===== src/rtl/cls_spi_sequencer_pkg.sv =====
// Shared types and constants for the PmodCLS SPI packet sequencer.
// Timing defaults assume a 100 MHz clk.
package cls_spi_sequencer_pkg;

    typedef enum logic [2:0] {
        StIdle,
        StSetup,
        StStart,
        StWaitEnd,
        StGap,
        StNext,
        StHold,
        StRecover
    } seq_state_e;

    localparam int unsigned SsSetupCyclesDef = 100;
    localparam int unsigned ByteGapCyclesDef = 2000;
    localparam int unsigned SsHoldCyclesDef  = 100;
    localparam int unsigned TimeoutCyclesDef = 12000;
    localparam int unsigned TmrWDef          = 16;

    // PmodCLS command bytes for requesters building escape sequences.
    localparam logic [7:0] ClsEsc      = 8'h1B;
    localparam logic [7:0] ClsLBracket = 8'h5B;
    localparam logic [7:0] ClsClear    = 8'h6A;
    localparam logic [7:0] ClsHome     = 8'h48;

endpackage


===== src/rtl/cls_spi_sequencer_if.sv =====
// Byte stream handshake from a requester into the sequencer.
interface cls_spi_sequencer_if;
    logic [7:0] tx_data;
    logic       tx_last;
    logic       tx_valid;
    logic       tx_ready;

    modport master (output tx_data, output tx_last, output tx_valid, input tx_ready);
    modport slave  (input tx_data, input tx_last, input tx_valid, output tx_ready);
endinterface


===== src/rtl/cls_seq_timer.sv =====
// Loadable down-counter that saturates at zero; one instance covers every interval.
module cls_seq_timer #(
    parameter int unsigned TMR_W = 16
) (
    input  logic             clk,
    input  logic             rst,
    input  logic             load_i,
    input  logic [TMR_W-1:0] value_i,
    output logic             zero_o
);

    logic [TMR_W-1:0] cnt_q, cnt_d;

    always_comb begin
        cnt_d = cnt_q;
        if (load_i) begin
            cnt_d = value_i;
        end else if (cnt_q != '0) begin
            cnt_d = cnt_q - TMR_W'(1);
        end
    end

    always_ff @(posedge clk) begin
        if (rst) begin
            cnt_q <= '0;
        end else begin
            cnt_q <= cnt_d;
        end
    end

    assign zero_o = (cnt_q == '0);

endmodule


===== src/rtl/cls_spi_sequencer.sv =====
// Packet-level sequencer for a byte-wide SPI master talking to the PmodCLS:
// SS setup/hold, inter-byte gap, one begin pulse per byte and a WAIT_END watchdog.
module cls_spi_sequencer
    import cls_spi_sequencer_pkg::*;
#(
    parameter int unsigned SS_SETUP_CYCLES = SsSetupCyclesDef,
    parameter int unsigned BYTE_GAP_CYCLES = ByteGapCyclesDef,
    parameter int unsigned SS_HOLD_CYCLES  = SsHoldCyclesDef,
    parameter int unsigned TIMEOUT_CYCLES  = TimeoutCyclesDef,
    parameter int unsigned TMR_W           = TmrWDef
) (
    input  logic               clk,
    input  logic               rst,
    cls_spi_sequencer_if.slave tx_if,
    output logic [7:0]         send_data_o,
    output logic               begin_transmission_o,
    output logic               slave_select_o,
    input  logic               end_transmission_i,
    output logic               busy_o,
    output logic               done_o,
    output logic               timeout_err_o
);

    seq_state_e       state_q, state_d;
    logic [7:0]       data_q, data_d;
    logic             last_q, last_d;
    logic             ss_q, ss_d;
    logic             begin_q, begin_d;
    logic             done_q, done_d;
    logic             to_q, to_d;
    logic             tmr_load;
    logic [TMR_W-1:0] tmr_value;
    logic             tmr_zero;
    logic             tx_ready;
    logic             accept;

    cls_seq_timer #(
        .TMR_W(TMR_W)
    ) u_timer (
        .clk    (clk),
        .rst    (rst),
        .load_i (tmr_load),
        .value_i(tmr_value),
        .zero_o (tmr_zero)
    );

    assign tx_ready = (state_q == StIdle) || (state_q == StNext);
    assign accept   = tx_if.tx_valid && tx_ready;

    always_comb begin
        state_d   = state_q;
        data_d    = data_q;
        last_d    = last_q;
        ss_d      = ss_q;
        begin_d   = 1'b0;
        done_d    = 1'b0;
        to_d      = 1'b0;
        tmr_load  = 1'b0;
        tmr_value = '0;
        unique case (state_q)
            StIdle: begin
                if (accept) begin
                    data_d    = tx_if.tx_data;
                    last_d    = tx_if.tx_last;
                    ss_d      = 1'b0;
                    tmr_load  = 1'b1;
                    tmr_value = TMR_W'(SS_SETUP_CYCLES - 1);
                    state_d   = StSetup;
                end
            end
            StSetup: begin
                // begin_q is raised on entry so the pulse coincides with the START cycle.
                if (tmr_zero) begin
                    begin_d = 1'b1;
                    state_d = StStart;
                end
            end
            StStart: begin
                tmr_load  = 1'b1;
                tmr_value = TMR_W'(TIMEOUT_CYCLES - 1);
                state_d   = StWaitEnd;
            end
            StWaitEnd: begin
                // A completion arriving on the expiry cycle still counts as success.
                if (end_transmission_i) begin
                    tmr_load = 1'b1;
                    if (last_q) begin
                        tmr_value = TMR_W'(SS_HOLD_CYCLES - 1);
                        state_d   = StHold;
                    end else begin
                        tmr_value = TMR_W'(BYTE_GAP_CYCLES - 1);
                        state_d   = StGap;
                    end
                end else if (tmr_zero) begin
                    to_d    = 1'b1;
                    ss_d    = 1'b1;
                    state_d = StRecover;
                end
            end
            StGap: begin
                if (tmr_zero) begin
                    state_d = StNext;
                end
            end
            StNext: begin
                if (accept) begin
                    data_d  = tx_if.tx_data;
                    last_d  = tx_if.tx_last;
                    begin_d = 1'b1;
                    state_d = StStart;
                end
            end
            StHold: begin
                if (tmr_zero) begin
                    ss_d    = 1'b1;
                    done_d  = 1'b1;
                    state_d = StRecover;
                end
            end
            StRecover: begin
                state_d = StIdle;
            end
            default: begin
                ss_d    = 1'b1;
                state_d = StIdle;
            end
        endcase
    end

    always_ff @(posedge clk) begin
        if (rst) begin
            state_q <= StIdle;
            data_q  <= 8'h00;
            last_q  <= 1'b0;
            ss_q    <= 1'b1;
            begin_q <= 1'b0;
            done_q  <= 1'b0;
            to_q    <= 1'b0;
        end else begin
            state_q <= state_d;
            data_q  <= data_d;
            last_q  <= last_d;
            ss_q    <= ss_d;
            begin_q <= begin_d;
            done_q  <= done_d;
            to_q    <= to_d;
        end
    end

    assign tx_if.tx_ready       = tx_ready;
    assign send_data_o          = data_q;
    assign begin_transmission_o = begin_q;
    assign slave_select_o       = ss_q;
    assign busy_o               = (state_q != StIdle);
    assign done_o               = done_q;
    assign timeout_err_o        = to_q;

endmodule


===== src/flat_wrapper.sv =====
// flat-port wrapper written by rule: the top's interface ports become plain ports
module cls_spi_sequencer_flat import cls_spi_sequencer_pkg::*;
#(
    parameter int unsigned SS_SETUP_CYCLES = SsSetupCyclesDef,
    parameter int unsigned BYTE_GAP_CYCLES = ByteGapCyclesDef,
    parameter int unsigned SS_HOLD_CYCLES  = SsHoldCyclesDef,
    parameter int unsigned TIMEOUT_CYCLES  = TimeoutCyclesDef,
    parameter int unsigned TMR_W           = TmrWDef
)
  (clk, rst, send_data_o, begin_transmission_o, slave_select_o, end_transmission_i, busy_o, done_o, timeout_err_o, tx_if_tx_data, tx_if_tx_last, tx_if_tx_valid, tx_if_tx_ready);
  cls_spi_sequencer_if tx_if_i ();
  input  logic clk;
  input  logic rst;
  output logic [7:0] send_data_o;
  output logic begin_transmission_o;
  output logic slave_select_o;
  input  logic end_transmission_i;
  output logic busy_o;
  output logic done_o;
  output logic timeout_err_o;
  input wire logic [$bits(tx_if_i.tx_data)-1:0] tx_if_tx_data;
  input wire logic [$bits(tx_if_i.tx_last)-1:0] tx_if_tx_last;
  input wire logic [$bits(tx_if_i.tx_valid)-1:0] tx_if_tx_valid;
  output wire logic [$bits(tx_if_i.tx_ready)-1:0] tx_if_tx_ready;
  assign tx_if_i.tx_data = tx_if_tx_data;
  assign tx_if_i.tx_last = tx_if_tx_last;
  assign tx_if_i.tx_valid = tx_if_tx_valid;
  assign tx_if_tx_ready = tx_if_i.tx_ready;
  cls_spi_sequencer #(.SS_SETUP_CYCLES(SS_SETUP_CYCLES), .BYTE_GAP_CYCLES(BYTE_GAP_CYCLES), .SS_HOLD_CYCLES(SS_HOLD_CYCLES), .TIMEOUT_CYCLES(TIMEOUT_CYCLES), .TMR_W(TMR_W)) u_core (.clk(clk), .rst(rst), .tx_if(tx_if_i), .send_data_o(send_data_o), .begin_transmission_o(begin_transmission_o), .slave_select_o(slave_select_o), .end_transmission_i(end_transmission_i), .busy_o(busy_o), .done_o(done_o), .timeout_err_o(timeout_err_o));
endmodule

===== config.mk =====
export PLATFORM = sky130hd
export DESIGN_NAME = cls_spi_sequencer_flat
export DESIGN_NICKNAME = d
export VERILOG_FILES = /design/src/rtl/cls_spi_sequencer_pkg.sv /design/src/rtl/cls_spi_sequencer_if.sv /design/src/rtl/cls_seq_timer.sv /design/src/rtl/cls_spi_sequencer.sv /design/src/flat_wrapper.sv
export SDC_FILE = /design/constraint.sdc
export NUM_CORES = 1
export LEC_CHECK = 0
export BUFFER_PORTS_ARGS = -buffer_cell sky130_fd_sc_hd__buf_4
export CAP_MARGIN = 20
export CORE_MARGIN = 1.5
export CORE_UTILIZATION = 25
export CTS_BUF_LIST = sky130_fd_sc_hd__clkbuf_8
export CTS_CLUSTER_SIZE = 24
export DETAILED_ROUTE_END_ITERATION = 10
export HOLD_SLACK_MARGIN = 0.06
export PLACE_DENSITY = 0.52
export SYNTH_ARGS = -nofsm -noshare
export SYNTH_HDL_FRONTEND = slang
export SYNTH_SLANG_ARGS = --single-unit

===== constraint.sdc =====
create_clock -name clk -period 2 [get_ports clk]
set_input_delay 0.1 -clock clk [delete_from_list [all_inputs] [get_ports clk]]
set_output_delay 0.1 -clock clk [all_outputs]
set_load 0.01 [all_outputs]

==> impl_metrics.json <==
{
  "status": "finished, final reports clean",
  "leakagePower_nw": 0.886,
  "vdd_drop_max_mv": 0.489,
  "ant_nets": 0,
  "cts_tree": "yes",
  "p_seq_share_pct": 32.7,
  "start_kind": "register",
  "synth_commonest_cells": "32 x dfxtp_1, 18 x nor2_1, 16 x a21oi_1",
  "endpoint_kind": "register",
  "period_needed_ps": 1840,
  "grt_pass1_vias": 1461,
  "final-setup-viol-count": 0,
  "clkSinkCount": 32,
  "rsz0062_at_grt": "false",
  "critPathTopFamily": "simple AND/OR/NAND/NOR gates",
  "grt_max_degree": 25,
  "drive_gt1_share_pct": 24.1,
  "cts_buffer_depth": 2,
  "cp.buffers_inverters": 1,
  "clk-insertion-delay-late_ps": 290,
  "skew_ps": 3.61,
  "cts_made_buffers": 5,
  "ys_seq_area_share_pct": 38.7,
  "drc": 0,
  "row_count": 29,
  "r2r_cells": 6,
  "synth.distinct_cells": 44,
  "htreeDepth": 2,
  "root_buffer": "clkbuf_8",
  "synth.most_common_cell": "dfxtp_1",
  "p_per_area_nw_per_um2": 1510,
  "diodes": 0,
  "vias": 1584,
  "die-width_um": 84.4,
  "synth_top_area_share_pct": 38.7,
  "die_h_um": 84.4,
  "p_sw_share_pct": 41.4,
  "synth_cells": 191,
  "min_path_cells": 3,
  "drt-pass1-iter-count": 4,
  "gp_congestion": 0.835,
  "netlist_area_um2": 1660,
  "start_util_pct": 25.9,
  "wl_mm": 4.14,
  "arrival_ps": 2060,
  "antenna_found_initial": 0,
  "slew_viol_final": 0,
  "fmax_mhz": 543,
  "synth_top_flop_cell": "dfxtp_1",
  "io_buffers": 26,
  "p_switching_mw": 1.37,
  "coreArea_um2": 6390,
  "min_path_type": "in -> reg",
  "dp_cells": 298,
  "combPwrFrac_pct": 53.2,
  "final_cells": 314,
  "synth_area_leader_cell": "dfxtp_1",
  "grt_pass1_wl_mm": 7.05,
  "fp.dieArea_um2": 7120,
  "drt_iter0_drc": 124,
  "yosysWarnings": 0,
  "syn2layout_area_growth_pct": 32.7,
  "finalHoldViolCount": 0,
  "ios": 27,
  "path_cells": "inv_1, ha_2, nor3b_4, and4_2, or4b_1, a21oi_1",
  "synth_edf_count": 0,
  "synthTopCellsByArea": "dfxtp_1 39%, mux2i_1 6.0%, a21oi_1 4.8%",
  "intPower_mw": 1.95,
  "cp.depth": 6,
  "path_clk_slew_ps": 70,
  "track_usage_pct": 12.4,
  "fin_nets": 251,
  "p_clk_share_pct": 14.1,
  "tightest_slew_ps": 521,
  "mappedNetlistNets": 205,
  "drv_cap": 0,
  "wire_per_inst_um": 13.2,
  "crit_type": "reg -> reg",
  "fin_setup_tns_ps": 0,
  "post-cts-setup-buffers": 0,
  "hpwl_mm": 2.86,
  "nFillCells": 664,
  "ys_async_sr_fraction_pct": 0,
  "syn_area_per_cell_um2": 8.67,
  "cpPeakStageDelay_ps": 500,
  "overflow": 0,
  "path_max_fanout": 7,
  "timing.final.crit_share_pct": 92.0,
  "synth-seq-cells": 32,
  "cp.required_ps": 2220,
  "crit_slowest_cell": "or4b_1",
  "vias_per_cell": 5.04,
  "relSlewSlack_pct": 65.2
}
-- cells by family after synthesis --
group	after synthesis	share of synthesized area, %
AOI/OAI and AO/OA	51	18.6
xor gates and xnor gates	3	1.59
adders and majority gates	1	0.756
buffers and inverters	15	4.01
DFF	32	38.7
muxes	11	6.73
and+or+nand+nor	78	29.6
-- metrics by stage --
| step | util, % | setup slack [ps] | power (mW) | cell area, µm² | hold slack (ps) |
|---|---|---|---|---|---|
| global route | 34.4 | 26.0 | 3.61 | 2200 | 76.1 |
| finish | 34.4 | 159 | 3.32 | 2200 | 67.3 |
| CTS | 34.2 | 48.9 | 3.30 | 2180 | 74.3 |
| floorplan | - | 134 | 2.20 | 1660 | 178 |
| global placement | 31.6 | 120 | 2.83 | 2020 | 331 |
| detailed placement | 31.6 | 77.1 | 2.81 | 2020 | 342 |
-- layer usage --
| metal | vias to the layer above | track usage [%] | wire, µm |
|---|---|---|---|
| met5 | - | 0 | 0 |
| met2 | 50 | 18.8 | 1820 |
| met1 | 722 | 16.8 | 2010 |
| met4 | 0 | 4.25 | 55 |
| met3 | 5 | 3.74 | 250 |
| li1 | 807 | - | - |
-- sequential cells by signal, summed over array words and instances, names as in the netlist --
register	count
u_core.u_timer.cnt_q	16
u_core.slave_select_o	1
u_core.timeout_err_o	1
u_core.state_q	3
u_core.last_q	1
u_core.begin_transmission_o	1
u_core.send_data_o	8
u_core.done_o	1
-- final cells by class --
| cell class | instances | area (µm²) | area share [%] |
|---|---|---|---|
| inverter | 7 | 26.3 | 1.20 |
| clock inverter | 2 | 8.76 | 0.399 |
| clock buffer | 5 | 68.8 | 3.13 |
| multi-input combinational | 144 | 965 | 43.9 |
| sequential | 32 | 643 | 29.3 |
| tap | 77 | 96.3 | 4.39 |
| timing repair buffer | 47 | 388 | 17.7 |
-- power groups by stage --
stage	Combinational, mW	Sequential [mW]	Clock, mW
after floorplan	1.17	1.03	0
after global placement	1.75	1.08	0
after detailed placement	1.73	1.08	0
after CTS	1.75	1.07	0.483
after global routing	1.97	1.12	0.522
final	1.77	1.08	0.469
-- final timing paths --
kind	start	endpoint	slack [ps]
min	tx_if_tx_data[3]	u_core.send_data_o[3]$_SDFFE_PP0P_	70
max	u_core.u_timer.cnt_q[0]$_SDFFE_PP0P_	u_core.u_timer.cnt_q[15]$_SDFFE_PP0P_	160
min reg2reg	u_core.slave_select_o$_SDFFE_PP1P_	u_core.slave_select_o$_SDFFE_PP1P_	490
max reg2reg	u_core.u_timer.cnt_q[0]$_SDFFE_PP0P_	u_core.u_timer.cnt_q[15]$_SDFFE_PP0P_	160
-- what timing repair did --
action / in CTS / in global routing
resized for setup: 0 / 5
endpoints found under the setup margin: 0 / 13
hold endpoints to repair: 9 / 0
hold buffers: 9 / 0
-- worst min-delay path, stage by stage --
cell and delay, ps:
buf_4 70, mux2i_1 60, nor2_1 90
-- layout by cell type, fill, tap and decap left out, types with 2 or more instances in the layout --
master and instances:
a221oi_1 2, a31oi_1 5, o31ai_1 3, nand2b_1 4, dfxtp_2 2, clkbuf_8 5
o22ai_1 2, nand3_1 2, o21ai_0 13, nand2_1 6, nor2_1 18, dlygate4sd3_1 9
a21oi_1 16, or2_2 2, dfxtp_1 30, and4_1 2, nor3_1 8, nor4_1 4
inv_1 8, a21o_1 5, nand4_1 3, nand3b_1 3, mux2i_1 10, buf_4 37
or4_1 6, or3_1 5, nor2b_1 3, xnor2_1 2, nor4_4 2, a21boi_0 2
Note: power is estimated with default switching activity, not from simulation.
